===== config.mk =====
export PLATFORM = sky130hd
export DESIGN_NAME = wvb_rd_arb
export DESIGN_NICKNAME = d
export VERILOG_FILES = /design/src/rtl/wvb_rd_arb.sv
export SDC_FILE = /design/constraint.sdc
export NUM_CORES = 1
export LEC_CHECK = 0
export BUFFER_PORTS_ARGS = -buffer_cell sky130_fd_sc_hd__buf_2
export CAP_MARGIN = 5
export CORE_ASPECT_RATIO = 0.7
export CORE_MARGIN = 4
export CORE_UTILIZATION = 52
export DETAILED_ROUTE_END_ITERATION = 16
export HOLD_SLACK_MARGIN = 0.06
export PLACE_DENSITY = 0.8
export SETUP_SLACK_MARGIN = 0.5
export SKIP_CTS_REPAIR_TIMING = 1
export SLEW_MARGIN = 20
export SYNTH_ARGS = -nofsm -noshare
export SYNTH_HDL_FRONTEND = slang
export SYNTH_SLANG_ARGS = --single-unit
export TNS_END_PERCENT = 100

===== constraint.sdc =====
create_clock -name clk -period 2.7 [get_ports clk]
set_clock_uncertainty 0.15 [all_clocks]
set_input_delay 0.135 -clock clk [delete_from_list [all_inputs] [get_ports clk]]
set_output_delay 0.135 -clock clk [all_outputs]
set_load 0.02 [all_outputs]

===== src/rtl/wvb_rd_arb.sv =====
// Round-robin scanner over waveform-buffer channels that hands each event to the
// read controller and presents every filled DPRAM to the host, including continuations.
module wvb_rd_arb #(
    parameter int P_N_CHAN    = 24,
    parameter int P_CNT_WIDTH = 32
) (
    input  logic                   clk,
    input  logic                   rst,
    input  logic                   en,
    input  logic                   dpram_mode_cfg,
    input  logic [P_N_CHAN-1:0]    wvb_not_empty,
    output logic                   req,
    output logic [7:0]             idx,
    output logic                   dpram_mode,
    input  logic                   ack,
    input  logic                   rd_ctrl_more,
    input  logic [15:0]            rd_len,
    output logic                   dpram_rdy,
    output logic [15:0]            dpram_len,
    output logic                   dpram_more,
    input  logic                   dpram_done,
    output logic [P_CNT_WIDTH-1:0] evt_cnt
);

    typedef enum logic [2:0] {
        S_IDLE,
        S_SCAN,
        S_REQ,
        S_ACK_LOW,
        S_HOST
    } state_t;

    localparam logic [7:0] LAST_CHAN = 8'(P_N_CHAN - 1);

    state_t              state;
    logic [7:0]          ptr;
    logic [P_N_CHAN-1:0] ne_shift;
    logic                ptr_ne;

    // Shift rather than index so the 8-bit pointer works for any channel count.
    assign ne_shift = wvb_not_empty >> ptr;
    assign ptr_ne   = ne_shift[0];

    function automatic logic [7:0] next_chan(input logic [7:0] c);
        return (c == LAST_CHAN) ? 8'd0 : c + 8'd1;
    endfunction

    always_ff @(posedge clk or posedge rst) begin
        if (rst) begin
            state      <= S_IDLE;
            ptr        <= 8'd0;
            req        <= 1'b0;
            idx        <= 8'd0;
            dpram_mode <= 1'b0;
            dpram_rdy  <= 1'b0;
            dpram_len  <= 16'd0;
            dpram_more <= 1'b0;
            evt_cnt    <= '0;
        end else begin
            case (state)
                S_IDLE: begin
                    if (en)
                        state <= S_SCAN;
                end
                S_SCAN: begin
                    if (!en) begin
                        state <= S_IDLE;
                    end else if (ptr_ne) begin
                        idx        <= ptr;
                        dpram_mode <= dpram_mode_cfg;
                        req        <= 1'b1;
                        state      <= S_REQ;
                    end else begin
                        ptr <= next_chan(ptr);
                    end
                end
                S_REQ: begin
                    if (ack) begin
                        dpram_len  <= rd_len;
                        dpram_more <= rd_ctrl_more;
                        req        <= 1'b0;
                        state      <= S_ACK_LOW;
                    end
                end
                // The read controller must observe req low before the host sees the DPRAM.
                S_ACK_LOW: begin
                    if (!ack) begin
                        dpram_rdy <= 1'b1;
                        state     <= S_HOST;
                    end
                end
                S_HOST: begin
                    if (dpram_done) begin
                        dpram_rdy <= 1'b0;
                        dpram_len <= 16'd0;
                        if (dpram_more) begin
                            req   <= 1'b1;
                            state <= S_REQ;
                        end else begin
                            evt_cnt <= evt_cnt + P_CNT_WIDTH'(1);
                            ptr     <= next_chan(idx);
                            state   <= en ? S_SCAN : S_IDLE;
                        end
                    end
                end
                default: state <= S_IDLE;
            endcase
        end
    end

endmodule


---- Word level (Yosys, flattened, before mapping) ----
Index checks and enable logic that the tools add are counted.
storage, ports and cells
  flip-flop bits (word level) ............. 71
  bits in latches ......................... 0
  RAM bits ................................ 0
  bits in read-only memories .............. 0
  logic and storage cells ................. 71
  memories ................................ 0
cells by class
  $add $sub $neg .......................... 3
  $mul .................................... 0
  divide/modulo/power cells ............... 0
  $lt $le $gt $ge ......................... 0
  eq/ne operators ......................... 16
  shift operators ......................... 1
  muxes and demuxes ....................... 28
  bitwise logic cells ..................... 1
  reductions and logical operators ........ 13
operators by type and width
  kind                   count
  $mux 8                 6
  $add 32x1->32 const B  1
  $mux 16                2
  $pmux 16 s2            1
  $shr 24x8->1           1
  $mux 3                 6
  $ne 2x2->1 const B     9
  $add 8x1->8 const B    2
  $eq 8x5->1 const B     2
  $pmux 8 s2             1
  $pmux 3 s5             1
  $reduce_and 3->1       4
  $reduce_and 5->1       2
  $mux 1                 8
  $eq 3x2->1 const B     2
  $reduce_and 6->1       1
  $reduce_bool 2->1      3
  $eq 3x1->1 const B     1
  $eq 3x3->1 const B     1
  $logic_not 3->1        1
  $ne 3x3->1 const B     1
  $pmux 1 s3             1
  $reduce_bool 3->1      1
  $mux 2                 1
  3 further kinds        3

---- Longest topological paths before layout ----
Gate-level depths: netlist of the first run.
  depth in word-level cells ............... 5
  depth in mapped cells ................... 9
  depth with buffers taken out ............ 6

---- Least setup slack after synthesis of the first run ----
No wires, ideal clock.
  kind .................................... flip-flop to flip-flop
  start point ............................. register ptr[0]
  end point ............................... register dpram_mode
  arrival time ............................ 2.086 ns
  data required time ...................... 2.425 ns
  setup slack ............................. 0.339 ns
  stages on the path, launching flop included .. 8
  path through ............................ dfrtp_1 -> buf_6 -> mux4_2 -> o211a_1 -> or3_1 -> and3_1 -> buf_6 -> mux2_4
between the ends
  word-level cells in the longest chain between the ends .. 2
ends and longest elaborated chain
  element                     RTL line  text
  from (decl)                 36        logic [7:0] ptr;
  from (signal assigned)      74        ptr <= next_chan(ptr);
  from (signal assigned)      101       ptr <= next_chan(idx);
  $shr 24x8->1                41        assign ne_shift = wvb_not_empty >> ptr;
  $reduce_and 3->1 (no line)  --
  to (signal assigned)        70        dpram_mode <= dpram_mode_cfg;
  to (decl)                   14        output logic dpram_mode,
Every way passes these cells.
A chain may end at the register's enable or synchronous reset.

---- Worst setup path after layout of the first run ----
Same ends and word-level chain as after synthesis.

==> reports/qor.yml, run 1 <==
finalHoldViolations: 0
fin_crit_ns: 2.34
cp.arrival_ns: 2.42
hpwl_um: 6330
routedWlPerCell_um: 15.3
hold-path-cell-count: 4
crit_buf_inv: 0
antenna_cells: 0
ant_nets: 0
htreeDepth: 3
grt_overflow_total: 0
vias_per_cell: 5.37
max_freq_ghz: 0.427
antenna_found_initial: 0
hold_start: "ack"
grt_pass1_wl_um: 14600
clk_pin_slew_ns: 0.08
fin_cells: 602
fp.dieH_um: 78.1
finalMaxSlewViolations: 0
drive_gt1_share_pct: 33.9
leakage_nw: 2.39
die_area_mm2: 0.00844
powerDensity_mw_per_mm2: 868
max_stage_delay_ns: 0.51
period_share_pct: 86.7
cap_violations: 0
synthToLayoutAreaGrowth_pct: 32.0
synthArstFlopShare_pct: 100
synth_top_area_cell: "dfrtp_1"
drcViolationCount: 0
setup_tns_ns: 0
synth_ff_type: "dfrtp_1"
grt_max_degree: 43
cp_cell_sequence: "mux4_2 -> o211a_1 -> or3_4 -> and3_2 -> mux2_4"
start_util_pct: 53.7
routed_wl_um: 9210
cts_buffers: 9
cp_slowest_cell: "mux4_2"
startpoint_type: "register"
clock_sinks: 71
crit_fanout: 5
postSynthAreaPerCell_um2: 10.0
cts_max_path_buffers: 2
ios: 107
slew_headroom_pct: 57.2
synth_area_leaders: "dfrtp_1 49%, xnor2_1 6.2%, nand2_1 6.2%, o21ai_0 3.0%, xor2_1 2.9%"
cp_num_cells: 5
die_x_um: 108
core-area_mm2: 0.00679
finalSetupViolCount: 0
yosys-top-cells-count: "71 x dfrtp_1, 60 x nand2_1, 26 x xnor2_1, 22 x o21ai_0, 17 x nand3_1"
vias: 3232
worst_slew_pin_slew_ns: 0.642
ir_worst_vdd_mv: 0.591
port_buffers: 106
crit_start: "ptr[0]$_DFFE_PP0P_"
crit_family: "multiplexers"
reg2reg_depth: 5
cts_tree: "done"
synth_top_area_share_pct: 48.7
synth_most_common_cell: "dfrtp_1"
grt_pass1_vias: 3002
nets: 553
crit_path_end_kind: "register"
hp-class: "input port to register"
status: "complete, no violations"
drtPass1Iterations: 4
cts_root_buf: "clkbuf_8"
rsz0062_at_grt: "yes"
clock_latency_ns: 0.34
initialDrtViolationCount: 230
seq_area_frac_synth_pct: 48.7
cp.required_ns: 2.78
yosys_warnings: 0
synth_cell_types: 53
netlist_area_mm2: 0.00365
synth-seq-cells: 71
place.gp.congestion: 0.892
row_count: 25
syn_inst: 364
grt_usage_pct: 21.8
synth_edf_count: 0
syn-num-nets: 414
rr_startpoint: "ptr[0]$_DFFE_PP0P_"
place_inst: 559
crit_type: "register to register"
[layout by cell type (no fill, tap or decap), drive strengths merged, types with 3 or more instances in the layout]
cell type / netlist / final
a21oi: 6 / 6
nand2: 60 / 60
nand4: 8 / 8
o221ai: 3 / 3
buf: 8 / 126
mux2: 8 / 8
clkbuf: 11 / 9
nor3: 5 / 5
xnor2: 26 / 26
o22ai: 4 / 4
mux2i: 4 / 4
o21a: 3 / 3
o21ai: 26 / 26
clkinv: 0 / 4
nand3: 17 / 17
nor2: 16 / 16
dfrtp: 71 / 71
and3: 14 / 15
mux4: 3 / 3
ha: 3 / 3
nand2b: 7 / 7
dlygate4sd3: 0 / 20
inv: 3 / 4
xor2: 12 / 12
or3: 3 / 3
nor2b: 7 / 7
[path summary, 6_finish.rpt]
check | endpoint | slack (ns)
max | dpram_mode$_DFFE_PP0P_ | 0.36
min | state[2]$_DFFE_PP0P_ | 0.009
max reg2reg | dpram_mode$_DFFE_PP0P_ | 0.36
min reg2reg | dpram_len[14]$_DFFE_PP0P_ | 0.33
max in group asynchronous | idx[0]$_DFFE_PP0P_ | 1.46
min in group asynchronous | dpram_len[7]$_DFFE_PP0P_ | 0.29
[per-stage QoR]
stage / setup slack (ns) / cell area (um2) / hold slack [ns] / util, % / total power, mW
5_1_grt: 0.297 / 4810 / 0.0605 / 70.9 / 4.48
6_report: 0.359 / 4810 / 0.00857 / 70.9 / 4.18
3_5_place_dp: 0.123 / 4330 / 0.105 / 63.8 / 3.31
4_1_cts: 0.105 / 4500 / -0.273 / 66.4 / 4.06
3_3_place_gp: 0.208 / 4330 / 0.112 / 63.8 / 3.25
2_1_floorplan: 0.342 / 3660 / 0.0967 / - / 2.77
[where the power goes]
part	switching [mW]	internal, mW
Clock	0.408	0.332
Combinational	0.997	0.821
Sequential	0.303	1.32
Total	1.71	2.47
[state kept, by name (all words and copies together) (netlist names)]
| name | flops |
|---|---|
| dpram_mode | 1 |
| ptr | 8 |
| dpram_rdy | 1 |
| req | 1 |
| evt_cnt | 32 |
| idx | 8 |
| dpram_more | 1 |
| state | 3 |
| dpram_len | 16 |
[final cells by class]
| cell class | instances | area [um2] |
|---|---|---|
| timing repair buffer | 146 | 893 |
| sequential | 71 | 1780 |
| clock buffer | 9 | 124 |
| tap | 94 | 118 |
| clock inverter | 7 | 47.5 |
| multi-input combinational | 272 | 1840 |
| fill | 506 | 1970 |
| inverter | 3 | 11.3 |
[routing by layer]
| metal | vias up | part of all wire (%) | global-route usage [%] |
|---|---|---|---|
| met5 | - | 0 | 0 |
| met2 | 124 | 48 | 33.7 |
| met4 | 0 | 1.3 | 7.19 |
| met1 | 1529 | 44 | 30.3 |
| met3 | 9 | 6.2 | 5.34 |
| li1 | 1570 | - | - |
[worst register-to-register path: cells and delay by family, from the launching register on]
| kind | cells | cell delay [ns] |
|---|---|---|
| AND/OR/NAND/NOR | 2 | 0.60 |
| multiplexers | 2 | 0.81 |
| flip-flops | 1 | 0.43 |
| AO/OA/AOI/OAI | 1 | 0.25 |
[kinds of logic (layout without fill, tap and decap cells)]
logic type	count (synthesis)	after routing	share of synthesized area [%]
and+or+nand+nor	150	151	20.4
DFF	71	71	48.7
AOI/OAI and AO/OA	65	65	11.8
xor gates and xnor gates	38	38	9.13
buffers and inverters	22	165	2.88
muxes	15	15	6.04
adders and majority gates	3	3	1.03
Note: power is estimated with default switching activity, not from simulation.
==> inputs of run 2 (changes only) <==
- CORE_ASPECT_RATIO: 0.7 -> default
==> run 2 against run 1 <==
Against the previous run: sequential power hardly changed; die area is 0.25% lower; utilization is 0.89 points higher; via count is 1.0% lower; critical path depth is 1 higher; sequential cell count stayed put; global-route usage is 0.80 points lower; sequential share of layout area is 0.47 points lower; final cell count stayed put; design area is 1.4% higher; worst setup slack worse by 0.031 ns; first-iteration DRC count is 29% lower; largest power group unchanged; highest routed layer unchanged.
==> reports/qor.yml, run 2 (same netlist as run 1, synthesis figures left out) <==
intPower_mw: 2.68  # was 2.47 mW
grt_pass1_wl_um: 14300  # was 14600 um
finalHoldViolations: 0  # unchanged
ios: 107  # unchanged
initialDrtViolationCount: 164  # was 230
nets: 551  # was 553
drtPass1Iterations: 4  # unchanged
leakage_nw: 2.41  # was 2.39 nW
status: "complete, no violations"  # unchanged
reg2reg_depth: 6  # was 5
reg_top3: "evt_cnt x32, dpram_len x16"  # unchanged
setup_tns_ns: 0  # unchanged
drive_gt1_share_pct: 33.6  # was 33.9%
hpwl_um: 6240  # was 6330 um
powerDensity_mw_per_mm2: 899  # was 868 mW/mm2
dpl_cell_area_mm2: 0.00432  # was 0.00433 mm2
grt_usage_pct: 21.0  # was 21.8%
cp.arrival_ns: 2.44  # was 2.42 ns
vias: 3199  # was 3232
cts_max_path_buffers: 2  # unchanged
worst_slew_pin_slew_ns: 0.660  # was 0.642 ns
die_area_mm2: 0.00842  # was 0.00844 mm2
routedWlPerCell_um: 15.1  # was 15.3 um
wl_met3_um: 426  # was 569 um
ir_worst_vdd_mv: 0.528  # was 0.591 mV
row_count: 30  # was 25
r2r-end: "idx[0]$_DFFE_PP0P_"  # was dpram_mode$_DFFE_PP0P_
mostFrequentLayoutCell: "buf_2"  # unchanged
clock_latency_ns: 0.34  # about the same
routed_wl_um: 9070  # was 9210 um
finalMaxSlewViolations: 0  # unchanged
max_freq_ghz: 0.422  # was 0.427 GHz
drcViolationCount: 0  # unchanged
grt_overflow_total: 0  # unchanged
crit_fanout: 8  # was 5
switchingPower_mw: 1.70  # was 1.71 mW
vias_per_cell: 5.31  # was 5.37
startpoint_type: "register"  # unchanged
power_frac_clock_pct: 21.3  # was 17.7%
grt_pass1_vias: 2903  # was 3002
hold-path-cell-count: 4  # unchanged
place_ws_ns: 0.0741  # was 0.123 ns
rsz0062_at_grt: "yes"  # unchanged
fp.dieH_um: 91.8  # was 78.1 um
design_area_mm2: 0.00488  # was 0.00481 mm2
start_util_pct: 53.7  # about the same
r2r_slack_ns: 0.33  # was 0.36 ns
clk_pin_slew_ns: 0.08  # about the same
top_layer: "met4"  # unchanged
switching_share_pct: 38.8  # was 40.8%
antenna_cells: 0  # unchanged
finalSetupViolCount: 0  # unchanged
crit_path_end_kind: "register"  # unchanged
cp.required_ns: 2.77  # was 2.78 ns
top_register: "evt_cnt"  # unchanged
place.gp.congestion: 0.827  # was 0.892
worst_slack_ns: 0.328  # was 0.359 ns
ant_nets: 0  # unchanged
htreeDepth: 3  # unchanged
wl_met1_um: 4200  # was 4090 um
grt_max_degree: 42  # was 43
port_buffers: 106  # unchanged
cts_buffers: 9  # unchanged
cts_tree: "done"  # unchanged
antenna_found_initial: 0  # unchanged
synthToLayoutAreaGrowth_pct: 33.8  # was 32.0%
largest_register_ffs: 32  # unchanged
core-area_mm2: 0.00679  # about the same
crit_type: "register to register"  # unchanged
final_cell_mix: "106 x buf_2, 65 x dfrtp_1, 60 x nand2_1, 26 x xnor2_1, 22 x o21ai_0"  # was 106 x buf_2, 66 x dfrtp_1, 60 x nand2_1, 26 x xnor2_1, 22 x o21ai_0
slew_headroom_pct: 55.9  # was 57.2%
cts_root_buf: "clkbuf_8"  # unchanged
fin_crit_ns: 2.37  # was 2.34 ns
period_share_pct: 87.8  # was 86.7%
holdPathEnd: "dpram_rdy$_DFFE_PP0P_"  # was state[2]$_DFFE_PP0P_
die_x_um: 91.8  # was 108 um
rr_startpoint: "ptr[0]$_DFFE_PP0P_"  # unchanged
hold_start: "ack"  # unchanged
dr_wl_met2_um: 4330  # was 4440 um
p_seq_share_pct: 37.1  # was 38.8%
pwr-share-comb_pct: 41.7  # was 43.5%
hp-class: "input port to register"  # unchanged
cap_violations: 0  # unchanged
clock_sinks: 71  # unchanged
[run 2: how the worst max path moves through the flow]
stage                                  start                      to  slack [ns]
after floorplan           ptr[0]$_DFFE_PP0P_  dpram_mode$_DFFE_PP0P_        0.34
after global placement    ptr[0]$_DFFE_PP0P_      idx[0]$_DFFE_PP0P_        0.17
after detailed placement  ptr[0]$_DFFE_PP0P_  dpram_mode$_DFFE_PP0P_        0.07
after CTS                 ptr[0]$_DFFE_PP0P_      idx[0]$_DFFE_PP0P_        0.08
after global routing      ptr[0]$_DFFE_PP0P_      idx[0]$_DFFE_PP0P_        0.25
final                     ptr[0]$_DFFE_PP0P_      idx[0]$_DFFE_PP0P_        0.33
[run 2: critical path, cell delays in order (launching register included)]
cell and delay (ns):
dfrtp_2 0.44, mux4_2 0.56, nor2_4 0.13, nor4_4 0.06, or3_1 0.40, and3_4 0.21, mux2_4 0.31
[run 2: area by class of cell]
cell class | instances | area, um2
fillers | 522 | 1910
multi-input cells | 271 | 1840
flip-flops and latches | 71 | 1780
repair buffers | 145 | 901
clock buffers | 10 | 128
well taps | 96 | 120
clock inverters | 6 | 93.8
inverters | 3 | 11.3
[run 2: stage by stage]
stage / utilization (%) / hold slack (ns) / power (mW) / cells
final: 71.8 / 0.0566 / 4.39 / 602
after global routing: 71.8 / 0.0789 / 4.69 / 602
after CTS: 66.9 / -0.254 / 4.24 / 575
after detailed placement: 63.6 / 0.119 / 3.30 / 559
after global placement: 63.6 / 0.112 / 3.24 / 559
after floorplan: - / 0.0967 / 2.77 / 364
[run 2: power groups by stage]
stage	clock [mW]	sequential (mW)	combinational (mW)
detailed placement	0	1.64	1.65
global route	1.01	1.67	2.01
finish	0.932	1.63	1.83
global placement	0	1.63	1.61
floorplan	0	1.73	1.05
CTS	0.953	1.62	1.66
[run 2: per-layer routing]
layer | global-route usage (%) | up-vias
met5 | 0 | -
met2 | 31.8 | 104
met1 | 30.5 | 1514
met4 | 7.43 | 0
li1 | - | 1570
met3 | 3.53 | 11
